`src/rtl/knight_cmd_pkg.sv`:
```
// knight_cmd_pkg: shared constants, opcodes and sequencer state type for the Knight command path
package knight_cmd_pkg;

    localparam logic [7:0] POS_ACK = 8'hA5;

    localparam logic [1:0] ERR_NONE  = 2'd0;
    localparam logic [1:0] ERR_NAK   = 2'd1;
    localparam logic [1:0] ERR_TO    = 2'd2;
    localparam logic [1:0] ERR_EARLY = 2'd3;

    localparam logic [15:0] CAL_GYRO = 16'h2000;
    localparam logic [15:0] MOVE_N1  = 16'h4001;
    localparam logic [15:0] MOVE_N2  = 16'h4002;
    localparam logic [15:0] MOVE_N4  = 16'h4004;
    localparam logic [15:0] TOUR_GO  = 16'h6000;

    typedef enum logic [2:0] {
        S_IDLE,
        S_ISSUE,
        S_WAIT_SNT,
        S_WAIT_RESP,
        S_NEXT,
        S_ERR
    } seq_state_t;

endpackage

```
`src/rtl/tour_cmd_sequencer.sv`:
```
// tour_cmd_sequencer: plays a stored list of commands to the UART transmitter, checking each for positive ack
module tour_cmd_sequencer
    import knight_cmd_pkg::*;
#(
    parameter int DEPTH = 8,
    parameter int TO_W = 26,
    localparam int AW = $clog2(DEPTH),
    localparam int CW = AW + 1
) (
    input  logic          clk,
    input  logic          rst_n,
    input  logic          wr_en,
    input  logic [AW-1:0] wr_addr,
    input  logic [15:0]   wr_data,
    input  logic [CW-1:0] num_cmds,
    input  logic          start,
    input  logic          abort,
    output logic [15:0]   cmd,
    output logic          snd_cmd,
    input  logic          cmd_snt,
    input  logic          resp_rdy,
    input  logic [7:0]    resp,
    output logic          busy,
    output logic          done,
    output logic          err,
    output logic [1:0]    err_code,
    output logic [CW-1:0] cmd_idx
);

    logic [15:0] mem [DEPTH];
    seq_state_t state, state_d;
    logic [CW-1:0] count, count_d, cmd_idx_d, n_clamp;
    logic [TO_W-1:0] to_cnt, to_cnt_d;
    logic [15:0] cmd_d;
    logic snd_d, done_d, err_d, timed_out;
    logic [1:0] code_d;

    always_ff @(posedge clk) begin
        if (wr_en && !busy) mem[wr_addr] <= wr_data;
    end

    assign timed_out = &to_cnt;
    assign n_clamp = (num_cmds > CW'(DEPTH)) ? CW'(DEPTH) : num_cmds;

    always_comb begin
        state_d = state;
        count_d = count;
        cmd_idx_d = cmd_idx;
        to_cnt_d = to_cnt;
        cmd_d = cmd;
        snd_d = 1'b0;
        done_d = 1'b0;
        err_d = err;
        code_d = err_code;
        if (abort) begin
            state_d = S_IDLE;
        end else begin
            case (state)
                S_IDLE: begin
                    if (start) begin
                        err_d = 1'b0;
                        code_d = ERR_NONE;
                        cmd_idx_d = '0;
                        count_d = n_clamp;
                        done_d = (n_clamp == '0);
                        state_d = (n_clamp == '0) ? S_IDLE : S_ISSUE;
                    end
                end
                S_ISSUE: begin
                    cmd_d = mem[cmd_idx[AW-1:0]];
                    snd_d = 1'b1;
                    to_cnt_d = '0;
                    state_d = S_WAIT_SNT;
                end
                S_WAIT_SNT: begin
                    to_cnt_d = timed_out ? to_cnt : to_cnt + TO_W'(1);
                    // cmd_snt has priority; a coincident resp_rdy is dropped
                    if (cmd_snt) begin
                        state_d = S_WAIT_RESP;
                    end else if (resp_rdy || timed_out) begin
                        state_d = S_ERR;
                        code_d = resp_rdy ? ERR_EARLY : ERR_TO;
                    end
                end
                S_WAIT_RESP: begin
                    to_cnt_d = timed_out ? to_cnt : to_cnt + TO_W'(1);
                    if (resp_rdy) begin
                        state_d = (resp == POS_ACK) ? S_NEXT : S_ERR;
                        code_d = (resp == POS_ACK) ? err_code : ERR_NAK;
                    end else if (timed_out) begin
                        state_d = S_ERR;
                        code_d = ERR_TO;
                    end
                end
                S_NEXT: begin
                    cmd_idx_d = cmd_idx + CW'(1);
                    done_d = (cmd_idx_d == count);
                    state_d = done_d ? S_IDLE : S_ISSUE;
                end
                S_ERR: begin
                    err_d = 1'b1;
                    state_d = S_IDLE;
                end
                default: state_d = S_IDLE;
            endcase
        end
    end

    always_ff @(posedge clk or negedge rst_n) begin
        if (!rst_n) begin
            state <= S_IDLE;
            count <= '0;
            cmd_idx <= '0;
            to_cnt <= '0;
            cmd <= 16'h0000;
            snd_cmd <= 1'b0;
            busy <= 1'b0;
            done <= 1'b0;
            err <= 1'b0;
            err_code <= ERR_NONE;
        end else begin
            state <= state_d;
            count <= count_d;
            cmd_idx <= cmd_idx_d;
            to_cnt <= to_cnt_d;
            cmd <= cmd_d;
            snd_cmd <= snd_d;
            busy <= (state_d != S_IDLE);
            done <= done_d;
            err <= err_d;
            err_code <= code_d;
        end
    end

endmodule

```
`config.mk`:
```
export PLATFORM = sky130hd
export DESIGN_NAME = tour_cmd_sequencer
export DESIGN_NICKNAME = d
export VERILOG_FILES = /design/src/rtl/knight_cmd_pkg.sv /design/src/rtl/tour_cmd_sequencer.sv
export SDC_FILE = /design/constraint.sdc
export NUM_CORES = 1
export LEC_CHECK = 0
export BUFFER_PORTS_ARGS = -buffer_cell sky130_fd_sc_hd__buf_2
export CAP_MARGIN = 25
export CELL_PAD_IN_SITES_DETAIL_PLACEMENT = 0
export CELL_PAD_IN_SITES_GLOBAL_PLACEMENT = 2
export CORE_MARGIN = 5
export CORE_UTILIZATION = 43
export DETAILED_ROUTE_END_ITERATION = 6
export PLACE_DENSITY_LB_ADDON = 0.25
export SYNTH_ARGS = -nofsm -noshare
export SYNTH_HDL_FRONTEND = slang
export SYNTH_SLANG_ARGS = --single-unit
```
`constraint.sdc`:
```
create_clock -name clk -period 3.15 [get_ports clk]
set_input_delay 0.63 -clock clk [delete_from_list [all_inputs] [get_ports clk]]
set_output_delay 0.63 -clock clk [all_outputs]
set_load 0.01 [all_outputs]
```
; Yosys cells after proc, flatten, opt, wreduce, memory -nomap -nowiden
; Memory sizes are Yosys's and may differ from the RTL's. A register that Yosys moved wholly into a read port is not among the register bits.
; Index checks and enable logic that the tools add are counted.
; W data, S select, Z words.
[classes]
add_sub_neg = 2
order_cmp = 1
n_eq_ne = 13
muxes = 32
bitwise_logic = 1
reduce_logical = 19
[op_table]
columns = cell, n
row1 = $pmux W26 S2, 1
row2 = $add A26 B1 Y26 const B, 1
row3 = $mux W26, 1
row4 = $reduce_and A26 Y1, 1
row5 = $mux W3, 6
row6 = $pmux W3 S5, 1
row7 = $mux W2, 6
row8 = $reduce_and A3 Y1, 4
row9 = $mux W1, 11
row10 = $eq A8 B8 Y1 const B, 1
row11 = $mux W4, 2
row12 = $ne A2 B2 Y1 const B, 4
row13 = $pmux W4 S2, 1
row14 = $reduce_and A7 Y1, 1
row15 = $eq A3 B2 Y1 const B, 2
row16 = $eq A3 B3 Y1 const B, 2
row17 = $ne A3 B3 Y1 const B, 2
row18 = $pmux W2 S3, 1
row19 = $reduce_bool A2 Y1, 3
row20 = $reduce_bool A3 Y1, 2
row21 = $add A4 B1 Y4 const B, 1
row22 = $eq A4 B4 Y1, 1
row23 = $gt A4 B4 Y1 const B, 1
row24 = $logic_not A4 Y1, 1
row25 = 9 further kinds, 11
[word_totals]
ff_bits = 43
mem_bits_rw = 128
inputBits = 38
output_inout_bits = 26
elab_cells = 78
n_memories = 1
[mem_list]
columns = name, depth, width, read_ports, rd_ports_with_merged_regs, write_ports, line
row1 = mem, 8, 16, 1, 1, 1, tour_cmd_sequencer.sv:30  ; logic [15:0] mem [DEPTH];

; Logic depth before layout (Yosys ltp)
; Gate-level depths: netlist (run 1).
[depth]
ltp_word = 8
ltp_mapped = 8

; Worst setup path before layout (run 1)
; No wires, ideal clock.
[synth_timing]
path_type = input to register
startpoint = in wr_addr[2]
endpoint = mem mem[0][0], enable pin
arrival_time_ps = 2277
required_ps = 2741
path_slack_ps = 464
stages = 2
n_path_buf = 0
cell_sequence = or3b_2 -> nor3_1
[synth_lines]
columns = item, line
row1 = "start, declared", tour_cmd_sequencer.sv:13  ; input logic [AW-1:0] wr_addr,
row2 = "end, declared", tour_cmd_sequencer.sv:30
; Straight into the memory's write port.

; Worst setup path after layout (run 1)
[layout_timing]
startpoint = reg to_cnt[5]
endpoint = reg to_cnt[25]
[layout_via]
elab_chain_len = 3
elab_cells_between_ends = 6
cone_classes = 1 x add/sub / 1 x eq/ne / 2 x mux / 2 x reduce/logical
[layout_lines]
columns = item, line
row1 = "start, declared", tour_cmd_sequencer.sv:33  ; logic [TO_W-1:0] to_cnt, to_cnt_d;
row2 = "start signal, assigned", tour_cmd_sequencer.sv:125  ; to_cnt <= to_cnt_d;
row3 = $add A26 B1 Y26 or $reduce_and A26 Y1 (tied branches), "tour_cmd_sequencer.sv:76, tour_cmd_sequencer.sv:86, tour_cmd_sequencer.sv:42"
row4 = $mux W26 or $ne A2 B2 Y1 (tied branches), -
row5 = $pmux W26 S2 or $reduce_and A3 Y1 (tied branches), -
; Several ways; a longest one is shown, not always the timed one. The select of a mux whose other input is x is not followed.
; A chain may end at the register's enable or synchronous reset.

==> results of run 1 <==
-- worst max-delay path: stages (launching register included) --
cell and delay (ns):
dfrtp_1 0.43, nand3_2 0.14, or4_4 0.59, or4_4 0.58
or3_1 0.34, a21oi_1 0.16
-- cell families (layout without fill, tap and decap cells) --
| family | Yosys count | after routing |
|---|---|---|
| DFF | 187 | 187 |
| and+or+nand+nor | 145 | 145 |
| AOI/OAI and AO/OA | 76 | 76 |
| muxes | 52 | 52 |
| buffers and inverters | 25 | 116 |
| xor gates and xnor gates | 12 | 12 |
| adders and majority gates | 2 | 2 |
-- report_power, final --
group	switching (mW)	leakage, nW	internal, mW
clock	0.990	0.290	1.14
sequential	0.0924	1.92	2.80
combinational	0.335	0.950	0.263
total	1.42	3.16	4.21
-- worst paths after layout --
| path | cells past startpoint | to | from |
|---|---|---|---|
| max in group asynchronous | 2 | to_cnt[24]$_DFFE_PN0P_ | rst_n |
| setup / recovery | 5 | to_cnt[25]$_DFFE_PN0P_ | to_cnt[5]$_DFFE_PN0P_ |
| hold / removal | 1 | done$_DFF_PN0_ | rst_n |
| hold reg to reg | 1 | err_code[1]$_DFFE_PN0P_ | err_code[1]$_DFFE_PN0P_ |
| setup reg to reg | 5 | to_cnt[25]$_DFFE_PN0P_ | to_cnt[5]$_DFFE_PN0P_ |
| min in group clk | 3 | count[1]$_DFFE_PN0P_ | num_cmds[1] |
-- flip-flops by register name (all words and copies together) (netlist names) --
signal    flops
err_code      2
to_cnt       26
err           1
cmd_idx       4
cmd          16
snd_cmd       1
mem         128
busy          1
count         4
done          1
state         3
-- final cells by class --
cell class              instances  area (um^2)
clock buffers                  17          425
clock inverters                15          181
fillers                      1577         8810
inverters                       3         11.3
multi-input cells             287         2290
flip-flops and latches        187         5320
well taps                     229          287
repair buffers                 81          450
-- layer usage --
layer / GRT usage / part of all wire / wire [um]
met1: 0.209 / 0.43 / 6840
met2: 0.282 / 0.51 / 8150
met3: 0.0389 / 0.046 / 737
met4: 0.0362 / 0.0081 / 129
met5: 0 / 0.00044 / 7
-- layout by cell type (no fill, tap or decap), types with 3 or more instances in the layout --
cell type,synthesis,final
nand4_1,6,6
edfxtp_1,128,128
nand3b_1,4,4
o31ai_1,7,7
mux2i_1,18,18
xnor2_1,4,4
nand2b_1,7,7
dfrtp_1,59,58
buf_4,0,18
xor2_1,7,7
buf_2,2,63
mux4_2,32,32
nor2_1,37,37
or3_1,11,11
clkinv_8,0,4
a21oi_1,35,35
inv_8,0,4
clkbuf_16,0,17
or4_1,6,6
o311ai_0,3,3
nand3_1,16,16
nor4_1,6,6
or2_2,4,4
nor3_1,6,4
nand2_1,25,25
o21ai_0,22,22
-- stage by stage --
| stage | hold slack, ns | worst slack, ns | std cells |
|---|---|---|---|
| after floorplan | 0.334 | 0.464 | 499 |
| after global placement | 0.484 | 0.787 | 787 |
| after detailed placement | 0.503 | 0.729 | 787 |
| after CTS | 0.322 | 0.802 | 819 |
| after global routing | 0.364 | 0.759 | 819 |
| final | 0.314 | 0.820 | 819 |
==> metrics, run 1 <==
Layout Nets between 600 and 700; CP endpoint kind register; crit path time final roughly 2.3 ns; Seq/Total Area, Yosys 0.691; Final HPWL DP 9920 um; Syn. warnings 0; DR WL/cell 19.4 um; setup tns final 0 ns; Post-Synthesis Mean Instance Area 15.4 um^2; count of final hold-check violations 0; run status finished, final reports clean; H-tree depth 4; area share of and/or/nand/nor cells after synthesis 0.100; Layout Skew 0.00917 ns; Synth Area in XOR/XNOR 0.0154; Root Buffer clkbuf_16; Final ANT Viol Nets 0; fin util 0.504; largest net degree at the start of global routing between 50 and 60; synth cell count leaders 128 x edfxtp_1, 59 x dfrtp_1, 37 x nor2_1; Critical Path Start Type register; Design Area, Final 0.00897 mm^2; gp weighted congestion between 0.7 and 0.8; Netlist cell types 48; Leakage Power between 3 and 4 nW; total wire length between 15000 and 20000 um; initial antenna violation count 1; Chip Height 144 um; Compound-Gate Fraction of Synth Area 0.0574; Die ar. 0.0207 mm^2; vias in the first global route 4696; VDD IR max 474 uV; syn nets 539; Least-Margin Pin Slew between 0.8 and 0.9 ns; worst setup path category register to register; worst min path class input port to asynchronous set/reset pin; die width 144 um; Post-CTS Setup Repair Bufs 0; Yosys top cell area share 0.499; IO Pins 64; Max transition margin 0.433; # resized after CTS 0; adder-cell share of the synthesized area 0.00325; CTS buffer count 17; GRT overflow 0; synthesized area ~0.0077 mm^2; post-synthesis cell count around 500; max_cap viols 0; fin crit share 0.740; dominant synthesized flop cell edfxtp_1; cell taking the most area after synthesis edfxtp_1; layout cells sized above 1 0.278; FP Rows 49; P per Cell Area 627 mW/mm^2; port buffer count 63; worst-path fanout max 5; Residual DRC 0; Fmax achieved 429 MHz; Post-synth EDFFs ~130; CP arrival 2.66 ns; DRT iter0 DRCs 316; Core ar. 0.0178 mm^2; n_diodes 0; Starting Density 0.433; RSZ-0062 raised after global routing no; DRT Pass-1 Iters 4; CTS sink cnt 187; CTS tree done; worst skew pair latency 0.42 ns; FFs w/ async S/R, synth 0.316; setup slack, reg-to-reg 0.82 ns; routed vias 4542; Tot Pwr 5.62 mW; dpl cell area 0.00836 mm^2; Hold Buf Count CTS 0; Yosys reg bits around 190; CTS Buffer Depth 2; routed vias/inst approximately 5.5; post-synthesis mux area share 0.120; first-pass GRT wire length approximately 25000 um; top-count cell post-synth edfxtp_1; total track usage 0.163; Area contributors post-synth edfxtp_1 50%, dfrtp_1 19%, mux4_2 9.4%; combinational family with the most area after synthesis multiplexers; Worst-path clk slew around 0.070 ns; # setup viols final 0; Layout area overhead 16.5%; max-slew violation count 0; critical path data required time 3.48 ns
(Power assumes the default switching activity.)
==> inputs of run 2 (changes only) <==
Settings changed: ABC_AREA set to 1, CORE_UTILIZATION 43 to 39.
Clock period 3.15 ns to 2.3 ns, I/O delays scaled along.
==> run 2 against run 1 <==
Net effect:
- first-iteration DRC count rose by 9.5%
- synthesized area rose by 7.1%
- highest routed layer unchanged
- fmax rose by 15%
- die area rose by 17%
- combinational power rose by 72%
- sequential power rose by 38%
- critical path depth rose by 5
- register-to-register slack got worse by 0.54 ns
- final cell count rose by 45%
- routed wire length rose by 27%
==> metrics, run 2 <==
crit path time final 2.02 ns (-0.308 ns); layout filler cell count 1989 (+26%); CTS tree done; Yosys reg bits 187 (unchanged); worst skew pair latency 0.43 ns (about the same); Root Buffer clkbuf_16; Least-Margin Pin Slew 0.669 ns (-0.181 ns); die width 155 um (+8.1%); post-route insts no fill 1185 (+45%); Crit-path slowest cell dfrtp_1; Final Worst Setup Slack 0.278 ns (-0.542 ns); max incr delay on CP 0.41 ns (-0.18 ns); count of final hold-check violations 0 (unchanged); initial antenna violation count 2 (+1); total track usage 0.170 (+0.00706); # setup viols final 0 (unchanged); FP Rows 53 (+8.2%); Post-Synthesis Mean Instance Area 10.1 um^2 (-34%); n_diodes 0 (unchanged); DRT Pass-1 Iters 4 (unchanged); DRT iter0 DRCs 346 (+9.5%); FFs w/ async S/R, synth 0.316 (unchanged); H-tree depth 4 (unchanged); Netlist cell types 35 (-27%); Syn. warnings 0 (unchanged); Core ar. 0.0209 mm^2 (+17%); met3 routed WL 693 um (-6.0%); CP arrival 2.32 ns (-0.34 ns); IO Pins 64 (unchanged); Top Family by Delay on Critical Path simple AND/OR/NAND/NOR gates; first-pass GRT wire length 31900 um (+26%); Layout Skew 0.00945 ns (+0.000279 ns); M1 WL 8830 um (+29%); synth cell count leaders 156 x nand2_1, 152 x nor2_1, 128 x edfxtp_1; CTS Buffer Depth 2 (unchanged); CP most frequent cell nand2_4; Layout Nets 937 (+52%); CTS buffer count 17 (unchanged); post-synthesis cell count 814 (+63%); max layer used met5; CP endpoint kind register; Flop pwr share 0.505 (-0.010); Post-CTS Setup Repair Bufs 0 (unchanged); synthesized area 0.00824 mm^2 (+7.1%); cell taking the most area after synthesis edfxtp_1; CTS sink cnt 187 (unchanged); dominant synthesized flop cell edfxtp_1; critical-path cell list ha_1 -> inv_2 -> nor2_4 -> nand2_4 -> nor2_8 -> nand2_4 -> nand2_4 -> nand2_4 -> inv_4 -> o21ai_1; P per Cell Area 814 mW/mm^2 (+30%); Leakage Power 3.85 nW (+22%); Fmax achieved 495 MHz (+15%); switching share of total power 0.282 (+0.0301); combinational share of power 0.131 (+0.025); Psw 2.23 mW (+57%); Seq/Total Area, Yosys 0.645 (-0.0457); Post-synth EDFFs 128 (unchanged); Final ANT Viol Nets 0 (unchanged); routed vias 5944 (+31%); Area contributors post-synth edfxtp_1 47%, dfrtp_1 18%, nand2_1 7.1%; Largest Register mem; fin crit share 0.879 (+0.140); top-count cell post-synth nand2_1; max_cap viols 0 (unchanged); Max transition margin 0.554 (+0.121); most frequent cells in the layout 156 x nand2_1, 152 x nor2_1, 128 x edfxtp_1; worst min path class input port to register; placed insts 1152 (+46%); pre-CTS setup slack 0.185 ns (-0.544 ns); VDD IR max 473 uV (-0.13%); GRT overflow 0 (unchanged); RSZ-0062 raised after global routing no; routed vias/inst 5.02 (-9.6%); Die ar. 0.0241 mm^2 (+17%); cell-internal power 5.67 mW (+35%); Final HPWL DP 13100 um (+32%); DR WL/cell 16.9 um (-12%); commonest non-fill, non-tap cell in the layout nand2_1; worst-path fanout max 33 (+28); setup tns final 0 ns (unchanged); Yosys top cell area share 0.466 (-0.0330); Starting Density 0.395 (-0.0383); Worst-path clk slew 0.08 ns (about the same); max reg flops 128 (unchanged); Critical Path Start Type register; Residual DRC 0 (unchanged); biggest regs mem: 128 flops, to_cnt: 26 flops, cmd: 16 flops; Worst Path Buf+Inv 2 (+2); vias in the first global route 5958 (+27%); max-slew violation count 0 (unchanged); Chip Height 155 um (+8.1%); critical path data required time 2.60 ns (-0.88 ns); largest net degree at the start of global routing 65 (+16%); syn nets 854 (+58%); Layout area overhead 17.8%; port buffer count 63 (unchanged); met2 WL 10400 um (+28%); gp weighted congestion 0.831 (+3.9%); layout cells sized above 1 0.169 (-0.109); clock power share 0.364 (-0.015); total wire length 20100 um (+27%); worst setup path category register to register; run status finished, final reports clean
==> run 2: cell count changes after synthesis, moves of 11 or more <==
cell     change
a21oi_1     -30
o22ai_1     +34
mux2i_1     -18
mux4_2      -32
or3_1       -11
o21ai_0     +73
nor2_1     +115
inv_1       +42
o21ai_1     +19
nand2_1    +131
nand3_1     +18
==> run 2: cell type report <==
type                       count  area, um^2  share of cell area
sequential                   187        5320               0.548
multi-input combinational    545        2580               0.265
tap                          275         344              0.0354
timing repair buffer          96         678              0.0699
clock inverter                15         173              0.0178
clock buffer                  17         425              0.0438
inverter                      50         190              0.0196
==> run 2: power by group through the flow <==
stage / combinational [mW] / clock (mW) / sequential, mW
global route: 1.16 / 3.11 / 4.02
CTS: 1.06 / 2.96 / 3.99
detailed placement: 1.05 / 0 / 4.06
floorplan: 0.541 / 0 / 4.09
global placement: 1.04 / 0 / 4.06
finish: 1.03 / 2.88 / 3.99
==> run 2: per-layer routing <==
metal  track usage  vias up
li1              -     2944
met1         0.211     2914
met2         0.303       70
met3        0.0384       12
met4        0.0350        4
met5             0        -
==> run 2: final timing paths <==
path	endpoint	startpoint	slack, ns	cells after the start
max reg2reg	to_cnt[19]$_DFFE_PN0P_	to_cnt[0]$_DFFE_PN0P_	0.28	10
max in group asynchronous	cmd[0]$_DFFE_PN0P_	rst_n	1.24	3
min	count[2]$_DFFE_PN0P_	num_cmds[2]	0.27	3
max	to_cnt[19]$_DFFE_PN0P_	to_cnt[0]$_DFFE_PN0P_	0.28	10
min reg2reg	cmd[8]$_DFFE_PN0P_	cmd[8]$_DFFE_PN0P_	0.50	2
min in group asynchronous	done$_DFF_PN0_	rst_n	0.46	2
==> run 2: what timing repair did <==
item,in CTS,in global routing
hold endpoints to repair,9,0
hold buffers,1,0
resized for setup,0,1
setup endpoints to repair,0,20
==> run 2: kinds of logic after synthesis <==
group | Yosys count | share of synthesized area
AOI/OAI and AO/OA | 161 | 0.106
xor gates and xnor gates | 15 | 0.0159
adders and majority gates | 2 | 0.00303
buffers and inverters | 82 | 0.0422
DFF | 187 | 0.645
and+or+nand+nor | 367 | 0.187
==> run 2: tightest hold or removal path, cell delays in order <==
cell and delay [ns]:
buf_2 0.09, nand2_1 0.05, o21ai_0 0.06
==> run 2: per-stage QoR <==
stage	total power, mW	utilization	cell area (um^2)	hold slack [ns]
floorplan	4.63	-	8240	0.164
global placement	5.10	0.436	9100	0.376
detailed placement	5.12	0.436	9100	0.374
CTS	8.01	0.465	9710	0.258
global route	8.29	0.465	9710	0.257
finish	7.90	0.465	9710	0.273
==> inputs of run 3 (changes only) <==
Settings changed: CORE_UTILIZATION 39 to 35, GPL_TIMING_DRIVEN set to 1.
Clock period 2.3 ns to 1.85 ns, I/O delays scaled along.
==> run 3 against run 2 <==
Net effect:
- sequential share of layout area shrank 0.64 points
- setup slack worse by 0.13 ns
- via count is 1.3% higher
- design area up 1.2%
- global-route usage shrank 0.53 points
- critical path depth down 8
- flip-flop and latch count unchanged
- die area is 11% higher
- register-to-register slack lost 0.11 ns
- clock skew rose by 0.0020 ns
- combinational power rose by 31%
- sequential power grew 25%
- critical path type is now register to output pin
==> metrics, run 3 (synthesized netlist as in run 2, its figures left out) <==
DRT iter0 DRCs 321 (-7.2%); crit path time final 1.70 ns; Starting Density 0.353 (-0.0413); IO Pins 64 (unchanged); Die ar. 0.0267 mm^2 (+11%); pre-CTS setup slack 0.180 ns (-0.00446 ns); setup slack, reg-to-reg 0.17 ns (-0.11 ns); Final Worst Setup Slack 0.147 ns (-0.131 ns); Leakage Power 3.87 nW (+0.59%); critical path launch point cmd_idx[1]$_DFFE_PN0P_; CTS tree done; Core ar. 0.0233 mm^2 (+12%); total wire length 20800 um (+3.7%); gp weighted congestion 0.818 (-1.6%); worst skew pair latency 0.43 ns (about the same); layout filler cell count 2218 (+12%); Final ANT Viol Nets 0 (unchanged); run status finished, final reports clean; Post-CTS Setup Repair Bufs 0 (unchanged); CTS Buffer Depth 2 (unchanged); most frequent cells in the layout 156 x nand2_1, 151 x nor2_1, 128 x edfxtp_1; routed vias/inst 4.89 (-2.6%); biggest regs mem: 128 flops, to_cnt: 26 flops, cmd: 16 flops; setup tns final 0 ns (unchanged); # setup viols final 0 (unchanged); max-slew violation count 0 (unchanged); layout cells sized above 1 0.174 (+0.00473); critical path capture point cmd_idx[1]; FP Rows 56 (+5.7%); Final HPWL DP 13500 um (+3.1%); fin crit share 0.921; dpl cell area 0.00925 mm^2 (+1.6%); Least-Margin Pin Slew 0.518 ns (-0.151 ns); DR WL/cell 16.9 um (-0.38%); worst setup path category register to output pin; register area 0.00532 mm^2 (about the same); Crit-path slowest cell dfrtp_1; VDD IR max 626 uV (+32%); RSZ-0062 raised after global routing no; total track usage 0.164 (-0.00533); CTS buffer count 17 (unchanged); routed vias 6024 (+1.3%); max reg flops 128 (unchanged); worst min path class input port to register; count of final hold-check violations 0 (unchanged); first-pass GRT wire length 33600 um (+5.2%); worst-path fanout max 17 (-48%); Worst-path clk slew 0.07 ns (about the same); Root Buffer clkbuf_16; critical path data required time 1.48 ns (-1.12 ns); max_cap viols 0 (unchanged); Largest Register mem; Layout area overhead 19.2%; area occupied by multi-input gates 0.00258 mm^2 (about the same); Layout Nets 941 (+0.43%); CP arrival 1.33 ns (-0.99 ns); initial antenna violation count 2 (unchanged); Residual DRC 0 (unchanged); P per Cell Area 1010 mW/mm^2 (+24%); Layout Skew 0.0114 ns (+0.00197 ns); max incr delay on CP 0.46 ns (+0.05 ns); Max transition margin 0.655 (+0.100); Reg2Reg Depth 10 (unchanged); CTS sink cnt 187 (unchanged); Fmax achieved 587 MHz; critical-path cell list buf_4 -> buf_2; die width 163 um (+5.2%); n_diodes 0 (unchanged); CP endpoint kind output pin; reg2reg end to_cnt[0]$_DFFE_PN0P_; Design Area, Final 0.00983 mm^2 (+1.2%); largest net degree at the start of global routing 53 (-18%); DRT Pass-1 Iters 5 (+1); vias in the first global route 6049 (+1.5%); Critical Path Start Type register; Crit Reg-Reg Startpoint to_cnt[17]$_DFFE_PN0P_; port buffer count 63 (unchanged); Chip Height 163 um (+5.2%); hold slack 0.180 ns (-0.0934 ns); H-tree depth 4 (unchanged); commonest non-fill, non-tap cell in the layout nand2_1; GRT overflow 0 (unchanged)
run 3: where the power goes:
| part | internal (mW) | total, mW | switching [mW] |
|---|---|---|---|
| logic | 0.515 | 1.35 | 0.836 |
| clock network | 1.91 | 3.57 | 1.66 |
| registers | 4.78 | 4.97 | 0.196 |
run 3: metrics by stage:
step | utilization | total power [mW] | std cells
floorplan | - | 5.76 | 814
global placement | 0.396 | 6.41 | 1200
detailed placement | 0.396 | 6.43 | 1200
CTS | 0.421 | 10.0 | 1233
global route | 0.421 | 10.4 | 1233
finish | 0.421 | 9.89 | 1233
run 3: timing repair:
| action | 4_1_cts | 5_1_grt |
|---|---|---|
| setup endpoints to repair | 0 | 4 |
| hold endpoints to repair | 16 | 0 |
| hold buffers | 1 | 0 |
| resized for setup | 0 | 3 |
run 3: critical path, delay by kind of cell, from the launching register on:
kind	cells	cell delay (ns)
flops	1	0.46
buf+inv	2	0.45
run 3: routing by layer:
metal / wire, um / vias up / global-route usage
li1: - / 2948 / -
met1: 9430 / 2919 / 0.213
met2: 10200 / 131 / 0.282
met3: 887 / 22 / 0.0348
met4: 233 / 4 / 0.0408
met5: 27 / - / 0
run 3: worst min path at each step:
stage,start,end,slack (ns),cells past startpoint
2_1_floorplan,rst_n,busy$_DFF_PN0_,0.07,0
3_5_place_dp,rst_n,done$_DFF_PN0_,0.37,1
3_3_place_gp,rst_n,done$_DFF_PN0_,0.36,1
4_1_cts,num_cmds[0],count[0]$_DFFE_PN0P_,0.16,2
6_report,num_cmds[2],count[2]$_DFFE_PN0P_,0.18,3
5_1_grt,num_cmds[0],count[0]$_DFFE_PN0P_,0.18,2
run 3: area by class of cell:
class,count,share of cell area
inverter,50,0.0192
sequential,187,0.542
clock inverter,12,0.0132
clock buffer,20,0.0444
tap,319,0.0406
multi-input combinational,545,0.262
timing repair buffer,100,0.0784
